### src/rtl/regfile_dump.sv
// regfile_dump: walks register addresses 0..DIRECCIONES-1 over one read port
// of the register file, samples each word and streams it out MSB byte first
// on a valid/ready byte interface.
//
// Optional framing, enabled by defining REGFILE_DUMP_FRAME_EN: a 0xA5 header
// byte precedes the data and an XOR checksum of all data bytes follows it.
// The header cycle also samples register 0, so framing costs only one extra
// cycle at full rate.
//
// state     | meaning
// ----------+-----------------------------------------------------------
// IDLE      | waiting for Start
// HEADER    | (framing only) offer 0xA5, capture register 0 on transfer
// LOAD      | ARead = address counter, capture DRead into shift register
// SEND      | offer shift register top byte until all bytes transferred
// CHECKSUM  | (framing only) offer XOR of all data bytes
// DONE      | one-cycle Done pulse, back to IDLE
module regfile_dump #(
    parameter int S_AD        = 5,
    parameter int S_DATA      = 32,
    parameter int DIRECCIONES = 32
) (
    input  logic              CLK,
    input  logic              RST_N,
    input  logic              Start,
    output logic [S_AD-1:0]   ARead,
    input  logic [S_DATA-1:0] DRead,
    output logic [7:0]        ByteOut,
    output logic              ByteValid,
    input  logic              ByteReady,
    output logic              Busy,
    output logic              Done
);

    localparam int NBYTES = S_DATA / 8;
    localparam int BCW    = (NBYTES > 1) ? $clog2(NBYTES) : 1;

    localparam logic [BCW-1:0]  LAST_BYTE = BCW'(NBYTES - 1);
    localparam logic [S_AD-1:0] LAST_ADDR = S_AD'(DIRECCIONES - 1);

    localparam logic [2:0] ST_IDLE     = 3'd0;
    localparam logic [2:0] ST_LOAD     = 3'd1;
    localparam logic [2:0] ST_SEND     = 3'd2;
    localparam logic [2:0] ST_DONE     = 3'd3;
`ifdef REGFILE_DUMP_FRAME_EN
    localparam logic [2:0] ST_HEADER   = 3'd4;
    localparam logic [2:0] ST_CHECKSUM = 3'd5;
`endif

    logic [2:0]        state;
    logic [2:0]        state_nxt;
    logic [S_AD-1:0]   addr_cnt;
    logic [BCW-1:0]    byte_cnt;
    logic [S_DATA-1:0] shift_q;
    logic              xfer;
    logic              last_byte;
    logic              last_addr;
`ifdef REGFILE_DUMP_FRAME_EN
    logic [7:0]        csum;
`endif

    // ARead is the address counter itself: it only moves on edges into LOAD
    // (or HEADER), so it naturally holds its value everywhere else.
    assign ARead     = addr_cnt;
    assign Done      = (state == ST_DONE);
    assign last_byte = (byte_cnt == LAST_BYTE);
    assign last_addr = (addr_cnt == LAST_ADDR);
    assign xfer      = ByteValid & ByteReady;

    // Output decode from the current state
    always_comb begin
        ByteValid = 1'b0;
        Busy      = 1'b0;
        ByteOut   = shift_q[S_DATA-1 -: 8];
        case (state)
            ST_LOAD: begin
                Busy = 1'b1;
            end
            ST_SEND: begin
                Busy      = 1'b1;
                ByteValid = 1'b1;
            end
`ifdef REGFILE_DUMP_FRAME_EN
            ST_HEADER: begin
                Busy      = 1'b1;
                ByteValid = 1'b1;
                ByteOut   = 8'hA5;
            end
            ST_CHECKSUM: begin
                Busy      = 1'b1;
                ByteValid = 1'b1;
                ByteOut   = csum;
            end
`endif
            default: ;
        endcase
    end

    // Next-state logic
    always_comb begin
        state_nxt = state;
        case (state)
            ST_IDLE: begin
`ifdef REGFILE_DUMP_FRAME_EN
                if (Start) state_nxt = ST_HEADER;
`else
                if (Start) state_nxt = ST_LOAD;
`endif
            end
            ST_LOAD: begin
                state_nxt = ST_SEND;
            end
            ST_SEND: begin
                if (xfer && last_byte) begin
                    if (last_addr) begin
`ifdef REGFILE_DUMP_FRAME_EN
                        state_nxt = ST_CHECKSUM;
`else
                        state_nxt = ST_DONE;
`endif
                    end else begin
                        state_nxt = ST_LOAD;
                    end
                end
            end
`ifdef REGFILE_DUMP_FRAME_EN
            ST_HEADER: begin
                if (xfer) state_nxt = ST_SEND;
            end
            ST_CHECKSUM: begin
                if (xfer) state_nxt = ST_DONE;
            end
`endif
            ST_DONE: begin
                state_nxt = ST_IDLE;
            end
            default: begin
                state_nxt = ST_IDLE;
            end
        endcase
    end

    // State register
    always_ff @(posedge CLK or negedge RST_N) begin
        if (!RST_N) state <= ST_IDLE;
        else        state <= state_nxt;
    end

    // Address counter, byte counter, shift register and checksum
    always_ff @(posedge CLK or negedge RST_N) begin
        if (!RST_N) begin
            addr_cnt <= '0;
            byte_cnt <= '0;
            shift_q  <= '0;
`ifdef REGFILE_DUMP_FRAME_EN
            csum     <= 8'h00;
`endif
        end else begin
            case (state)
                ST_IDLE: begin
                    if (Start) begin
                        addr_cnt <= '0;
`ifdef REGFILE_DUMP_FRAME_EN
                        csum     <= 8'h00;
`endif
                    end
                end
                ST_LOAD: begin
                    shift_q  <= DRead;
                    byte_cnt <= '0;
                end
`ifdef REGFILE_DUMP_FRAME_EN
                // Register 0 is already addressed, so sample it here and
                // skip its LOAD cycle.
                ST_HEADER: begin
                    if (xfer) begin
                        shift_q  <= DRead;
                        byte_cnt <= '0;
                    end
                end
`endif
                ST_SEND: begin
                    if (xfer) begin
                        shift_q  <= shift_q << 8;
                        byte_cnt <= byte_cnt + BCW'(1);
`ifdef REGFILE_DUMP_FRAME_EN
                        csum     <= csum ^ ByteOut;
`endif
                        if (last_byte && !last_addr) addr_cnt <= addr_cnt + S_AD'(1);
                    end
                end
                default: ;
            endcase
        end
    end

endmodule

### config.mk
export PLATFORM = sky130hd
export DESIGN_NAME = regfile_dump
export DESIGN_NICKNAME = d
export VERILOG_FILES = /design/src/rtl/regfile_dump.sv
export SDC_FILE = /design/constraint.sdc
export NUM_CORES = 1
export LEC_CHECK = 0
export ABC_AREA = 1
export CAP_MARGIN = 20
export CORE_MARGIN = 2
export CORE_UTILIZATION = 28
export CTS_CLUSTER_SIZE = 25
export DETAILED_ROUTE_END_ITERATION = 10
export GPL_ROUTABILITY_DRIVEN = 0
export SYNTH_ARGS = -nofsm -noshare
export SYNTH_HDL_FRONTEND = slang
export SYNTH_SLANG_ARGS = --single-unit
### constraint.sdc
create_clock -name CLK -period 1.63 [get_ports CLK]
set_input_delay 0.163 -clock CLK [delete_from_list [all_inputs] [get_ports CLK]]
set_output_delay 0.163 -clock CLK [all_outputs]
set_load 0.05 [all_outputs]
==> results.sh, run 1 <==
export IMPL_outcome="finished, final reports clean"
export IMPL_synth_top_cell_by_area="dfrtp_1"
export IMPL_synthArstFlopShare_pct=100
export IMPL_worstHoldPathType="in -> async"
export IMPL_initial_core_util_pct=28.5
export IMPL_syn_area_per_cell_sq_um=8.86
export IMPL_portBuffers=51
export IMPL_final_antenna_net_count=0
export IMPL_finalNetCount=338
export IMPL_place_area_sq_mm=0.00276
export IMPL_skew_ps=4.05
export IMPL_dr_pass1_iters=4
export IMPL_antenna_found_initial=0
export IMPL_synthCells=246
export IMPL_finalCritPeriodShare_pct=92.2
export IMPL_netlist_area_sq_mm=0.00218
export IMPL_finalMaxSlewViolations=0
export IMPL_numCtsBuffers=5
export IMPL_drc=0
export IMPL_cts_sinks=41
export IMPL_dieArea_sq_mm=0.00850
export IMPL_rows=32
export IMPL_core_area_sq_mm=0.00765
export IMPL_timing_slew_headroom_pct=63.5
export IMPL_diodes=0
export IMPL_synth_top_area_share_pct=47.1
export IMPL_grt_max_degree=49
export IMPL_die_height_um=92.2
export IMPL_clock_fmax_mhz=665
export IMPL_critical_path_class="reg -> reg"
export IMPL_place_detailed_hpwl_um=3250
export IMPL_synth_ff_type="dfrtp_1"
export IMPL_critPathMaxFanout=10
export IMPL_ys_seq_area_share_pct=47.1
export IMPL_die_w_um=92.2
export IMPL_critPathArrivalTime_ps=1680
export IMPL_worst_slew_pin_slew_ps=547
export IMPL_cp_required_ps=1810
export IMPL_synth_common_cells="nand2_1, dfrtp_1, nor2_1"
export IMPL_synth_seq_cells=41
export IMPL_multi_input_area_sq_um=986
export IMPL_wl_um=4570
export IMPL_synth_most_common_cell="nand2_1"
export IMPL_ios=52
export IMPL_mappedNetlistNets=290
export IMPL_insertion_delay_ps=290
export IMPL_cts_max_path_buffers=2
export IMPL_yosysUniqueCellTypes=20
export IMPL_drive_gt1_share_pct=22.8
export IMPL_vias_per_cell=4.38
export IMPL_endpoint_kind="flip-flop"
export IMPL_ys_top_cells_by_area="dfrtp_1, nand2_1, a31oi_2"
export IMPL_cts_root_buffer="clkbuf_8"
export IMPL_hold_slack_ps=390
export IMPL_ys_warn_count=0
export IMPL_cts_tree="built"
export IMPL_grt_total_usage_pct=11.0
export IMPL_grt_pass1_vias=1672
export IMPL_peakVddDrop_v=0.000522
export IMPL_maxCapViolCount=0
export IMPL_dr_total_vias=1733
export IMPL_drt_iter0_markers=105
export IMPL_fill_cells=794
export IMPL_fin_area_sq_mm=0.00291
export IMPL_power_density_mw_per_mm2=2000
export IMPL_clk_pin_slew_ps=80
export IMPL_avgRoutedWirePerCell_um=11.5
export IMPL_pre_cts_ws_ps=79.4
export IMPL_period_needed_ps=1500
export IMPL_grt_ovfl_total=0
export IMPL_regArea_sq_mm=0.00103
export IMPL_synth_edf_count=0
export IMPL_grt_pass1_wl_um=7490
export IMPL_setup_slack_ps=126
export IMPL_synthToLayoutAreaGrowth_pct=33.7
export IMPL_worstSetupStartpointType="flip-flop"
export IMPL_htree_levels=2
export IMPL_finalSetupViolCount=0
export IMPL_p_leak_nw=1.27
export IMPL_hold_violations=0
==> sequential cells by signal, summed over array words and instances (netlist names) <==
| register | count |
|---|---|
| shift_q | 32 |
| ARead | 5 |
| byte_cnt | 2 |
| state | 2 |
==> through the flow <==
stage / power, mW / cells / setup TNS (ps) / util, %
after global routing: 6.31 / 396 / -92.3 / 38.1
final: 5.83 / 396 / 0 / 38.1
after global placement: 4.98 / 384 / 0 / 36.1
after floorplan: 4.36 / 246 / 0 / -
after detailed placement: 5.05 / 384 / 0 / 36.1
after CTS: 5.74 / 392 / 0 / 37.4
==> cells in the final DEF (no fill, tap or decap), drive strengths merged <==
cell type,netlist,final
o21bai,1,1
ha,8,8
clkbuf,2,7
buf,21,28
inv,8,8
a21oi,1,1
o21ai,8,8
nand3,24,24
clkdlybuf4s50,0,34
nor2,26,26
or2,2,2
dlygate4sd3,0,1
a31oi,24,24
dfrtp,41,41
nand4,1,1
clkinvlp,0,1
nand2,79,79
==> timing repair <==
item                                   CTS  global route
gates resized for setup                  0             2
hold buffers                             1             0
endpoints found under the hold margin   22             0
setup endpoints to repair                0            29
setup buffers                            0             3
==> logic make-up (layout without fill, tap and decap cells) <==
logic type | after synthesis | after routing | synth area share, %
AO/OA/AOI/OAI | 34 | 34 | 15.0
adder cells (fa/ha/maj) | 8 | 8 | 4.60
buffers and inverters | 31 | 79 | 8.56
flip-flops | 41 | 41 | 47.1
AND/OR/NAND/NOR | 132 | 132 | 24.7
==> worst max-delay path, stage by stage (launching register included) <==
cell	delay, ps
dfrtp_2	420
ha_1	200
nand2_1	90
nor2_1	50
ha_1	190
inv_1	50
nand3_1	50
nand2_1	100
nand2_4	100
nand2_1	60
o21ai_1	60
==> metal layers <==
layer  part of all wire, %  wire, um  vias to the layer above  track usage, %
met3                   4.7       217                        2            2.63
met1                    46      2120                      801            13.6
met2                    48      2190                       34            18.6
met5                     0         0                        -               0
li1                      -         -                      896               -
met4                  0.96        44                        0            4.10
==> final timing paths <==
| path | from | endpoint | slack (ps) | cells after the start |
|---|---|---|---|---|
| worst max-delay path | ARead[0] | ARead[4] | 130 | 10 |
| worst min-delay path | RST_N | shift_q[31] | 390 | 2 |
| worst max register to register | ARead[0] | ARead[4] | 130 | 10 |
| worst min register to register | shift_q[2] | shift_q[2] | 500 | 2 |
| max in group asynchronous | RST_N | state[0] | 740 | 3 |
| min in group CLK | DRead[5] | shift_q[5] | 430 | 3 |
==> power breakdown <==
group          total (mW)  internal, mW  switching, mW
Combinational        3.41          1.36           2.05
Sequential           1.75          1.49          0.262
Clock               0.675         0.335          0.340
Total                5.83          3.18           2.66
==> final cells by class <==
cell class,count,share of cell area (%)
clock buffers,6,2.84
clock inverters,1,0.258
inverters,8,1.12
multi-input cells,174,33.9
flip-flops and latches,41,35.4
well taps,102,4.38
repair buffers,64,22.2
Note: power is estimated with default switching activity, not from simulation.
==> run 2, diff against run 1 <==
Settings changed: CTS_CLUSTER_SIZE 25 to 40.
==> results of run 2 <==
The final DEF is identical to that of run 1; final timing and power are the same.
==> run 3, diff against run 2 <==
Settings changed: CORE_UTILIZATION 28 to 25.
==> results.sh, run 3 (synthesis gave the netlist of run 1 again) <==
export IMPL_worst_slew_pin_slew_ps=420
export IMPL_initial_core_util_pct=25.3
export IMPL_final_cell_mix="nand2_1, dfrtp_1, clkdlybuf4s50_1"
export IMPL_antenna_found_initial=0
export IMPL_finalNetCount=339
export IMPL_grt_total_usage_pct=10.3
export IMPL_r2r_end="shift_q[31]"
export IMPL_dr_total_vias=1729
export IMPL_drt_iter0_markers=79
export IMPL_synthToLayoutAreaGrowth_pct=33.8
export IMPL_power_density_mw_per_mm2=2010
export IMPL_cts_max_path_buffers=2
export IMPL_slowest_stage="dfrtp_2"
export IMPL_core_area_sq_mm=0.00859
export IMPL_finalCritPeriodShare_pct=92.6
export IMPL_ios=52
export IMPL_p_leak_nw=1.27
export IMPL_top_register="shift_q"
export IMPL_instances_no_fill=403
export IMPL_portBuffers=51
export IMPL_cp_slowest_stage_delay_ps=410
export IMPL_worstHoldPathType="in -> async"
export IMPL_worstPathCellList="inv_2 > ha_4 > inv_4 > nand2_2 > nand2_2 > buf_12 > nor2_1 > a31oi_2"
export IMPL_place_area_sq_mm=0.00277
export IMPL_diodes=0
export IMPL_cpMostUsedCell="nand2_2"
export IMPL_fin_area_sq_mm=0.00292
export IMPL_timing_slew_headroom_pct=72.0
export IMPL_place_detailed_hpwl_um=3400
export IMPL_die_height_um=97.3
export IMPL_cp_buffers_inverters=3
export IMPL_die_w_um=97.3
export IMPL_endpoint_kind="flip-flop"
export IMPL_grt_max_degree=38
export IMPL_htree_levels=2
export IMPL_final_common_cell="nand2_1"
export IMPL_final_antenna_net_count=0
export IMPL_drc=0
export IMPL_peakVddDrop_v=0.000533
export IMPL_dieArea_sq_mm=0.00948
export IMPL_avgRoutedWirePerCell_um=11.4
export IMPL_finalSetupViolCount=0
export IMPL_outcome="finished, final reports clean"
export IMPL_r2r_start="state[0]"
export IMPL_grt_pass1_wl_um=7960
export IMPL_skew_ps=4.69
export IMPL_critical_path_class="reg -> reg"
export IMPL_cts_tree="built"
export IMPL_insertion_delay_ps=290
export IMPL_dr_pass1_iters=4
export IMPL_grt_ovfl_total=0
export IMPL_reg2regPathDepth=8
export IMPL_grt_pass1_vias=1723
export IMPL_drive_gt1_share_pct=24.1
export IMPL_critPathMaxFanout=37
export IMPL_largest_reg_flops=32
export IMPL_finalMaxSlewViolations=0
export IMPL_numCtsBuffers=5
export IMPL_clk_pin_slew_ps=80
export IMPL_final_setup_tns_ps=0
export IMPL_rows=34
export IMPL_period_needed_ps=1510
export IMPL_worstSetupStartpointType="flip-flop"
export IMPL_ff2ff_setup_slack_ps=120
export IMPL_rsz0062_at_grt="no"
export IMPL_critical_path_top_delay_family="buffers and inverters"
export IMPL_clock_fmax_mhz=662
export IMPL_finish_utilization_pct=33.9
export IMPL_wl_um=4610
export IMPL_cp_required_ps=1840
export IMPL_dp_cells=392
export IMPL_critPathArrivalTime_ps=1720
export IMPL_hold_violations=0
export IMPL_vias_per_cell=4.29
export IMPL_maxCapViolCount=0
export IMPL_cts_sinks=41
export IMPL_cts_root_buffer="clkbuf_8"
[run 3: what timing repair did]
item | CTS | global route
buffers inserted | 0 | 2
hold buffers | 1 | 0
gates resized for setup | 0 | 5
setup endpoints to repair | 0 | 23
hold endpoints to repair | 17 | 0
[run 3: worst max path at each step]
stage	from	endpoint	depth (start not counted)
CTS	ARead[0]	ARead[3]	10
global placement	ARead[0]	ARead[1]	10
floorplan	state[0]	shift_q[12]	8
detailed placement	ARead[0]	ARead[3]	10
global route	state[0]	shift_q[22]	8
finish	state[0]	shift_q[31]	8
[run 3: cell type report]
type / count / area, sq um
clock buffers: 5 / 68.8
clock inverters: 2 / 35.0
well taps: 108 / 135
repair buffers: 64 / 616
flip-flops and latches: 41 / 1030
fillers: 880 / 5680
multi-input cells: 175 / 997
inverters: 8 / 32.5
[run 3: report_power, final]
part | switching (mW) | internal (mW)
Clock | 0.337 | 0.445
Combinational | 2.04 | 1.30
Sequential | 0.257 | 1.49
[run 3: through the flow]
stage               power [mW]  setup slack (ps)  hold slack [ps]
finish                    5.86               120              333
global route              6.35              21.5              383
CTS                       5.87              45.1              342
detailed placement        5.07              59.4              127
floorplan                 4.36              45.2             -133
global placement          5.01              84.0              121
[run 3: routing by layer]
metal	routed length (um)	track usage, %	up-vias
li1	-	-	903
met1	2100	13.1	775
met2	2160	16.8	45
met3	251	2.73	6
met4	90	4.38	0
met5	0	0	-
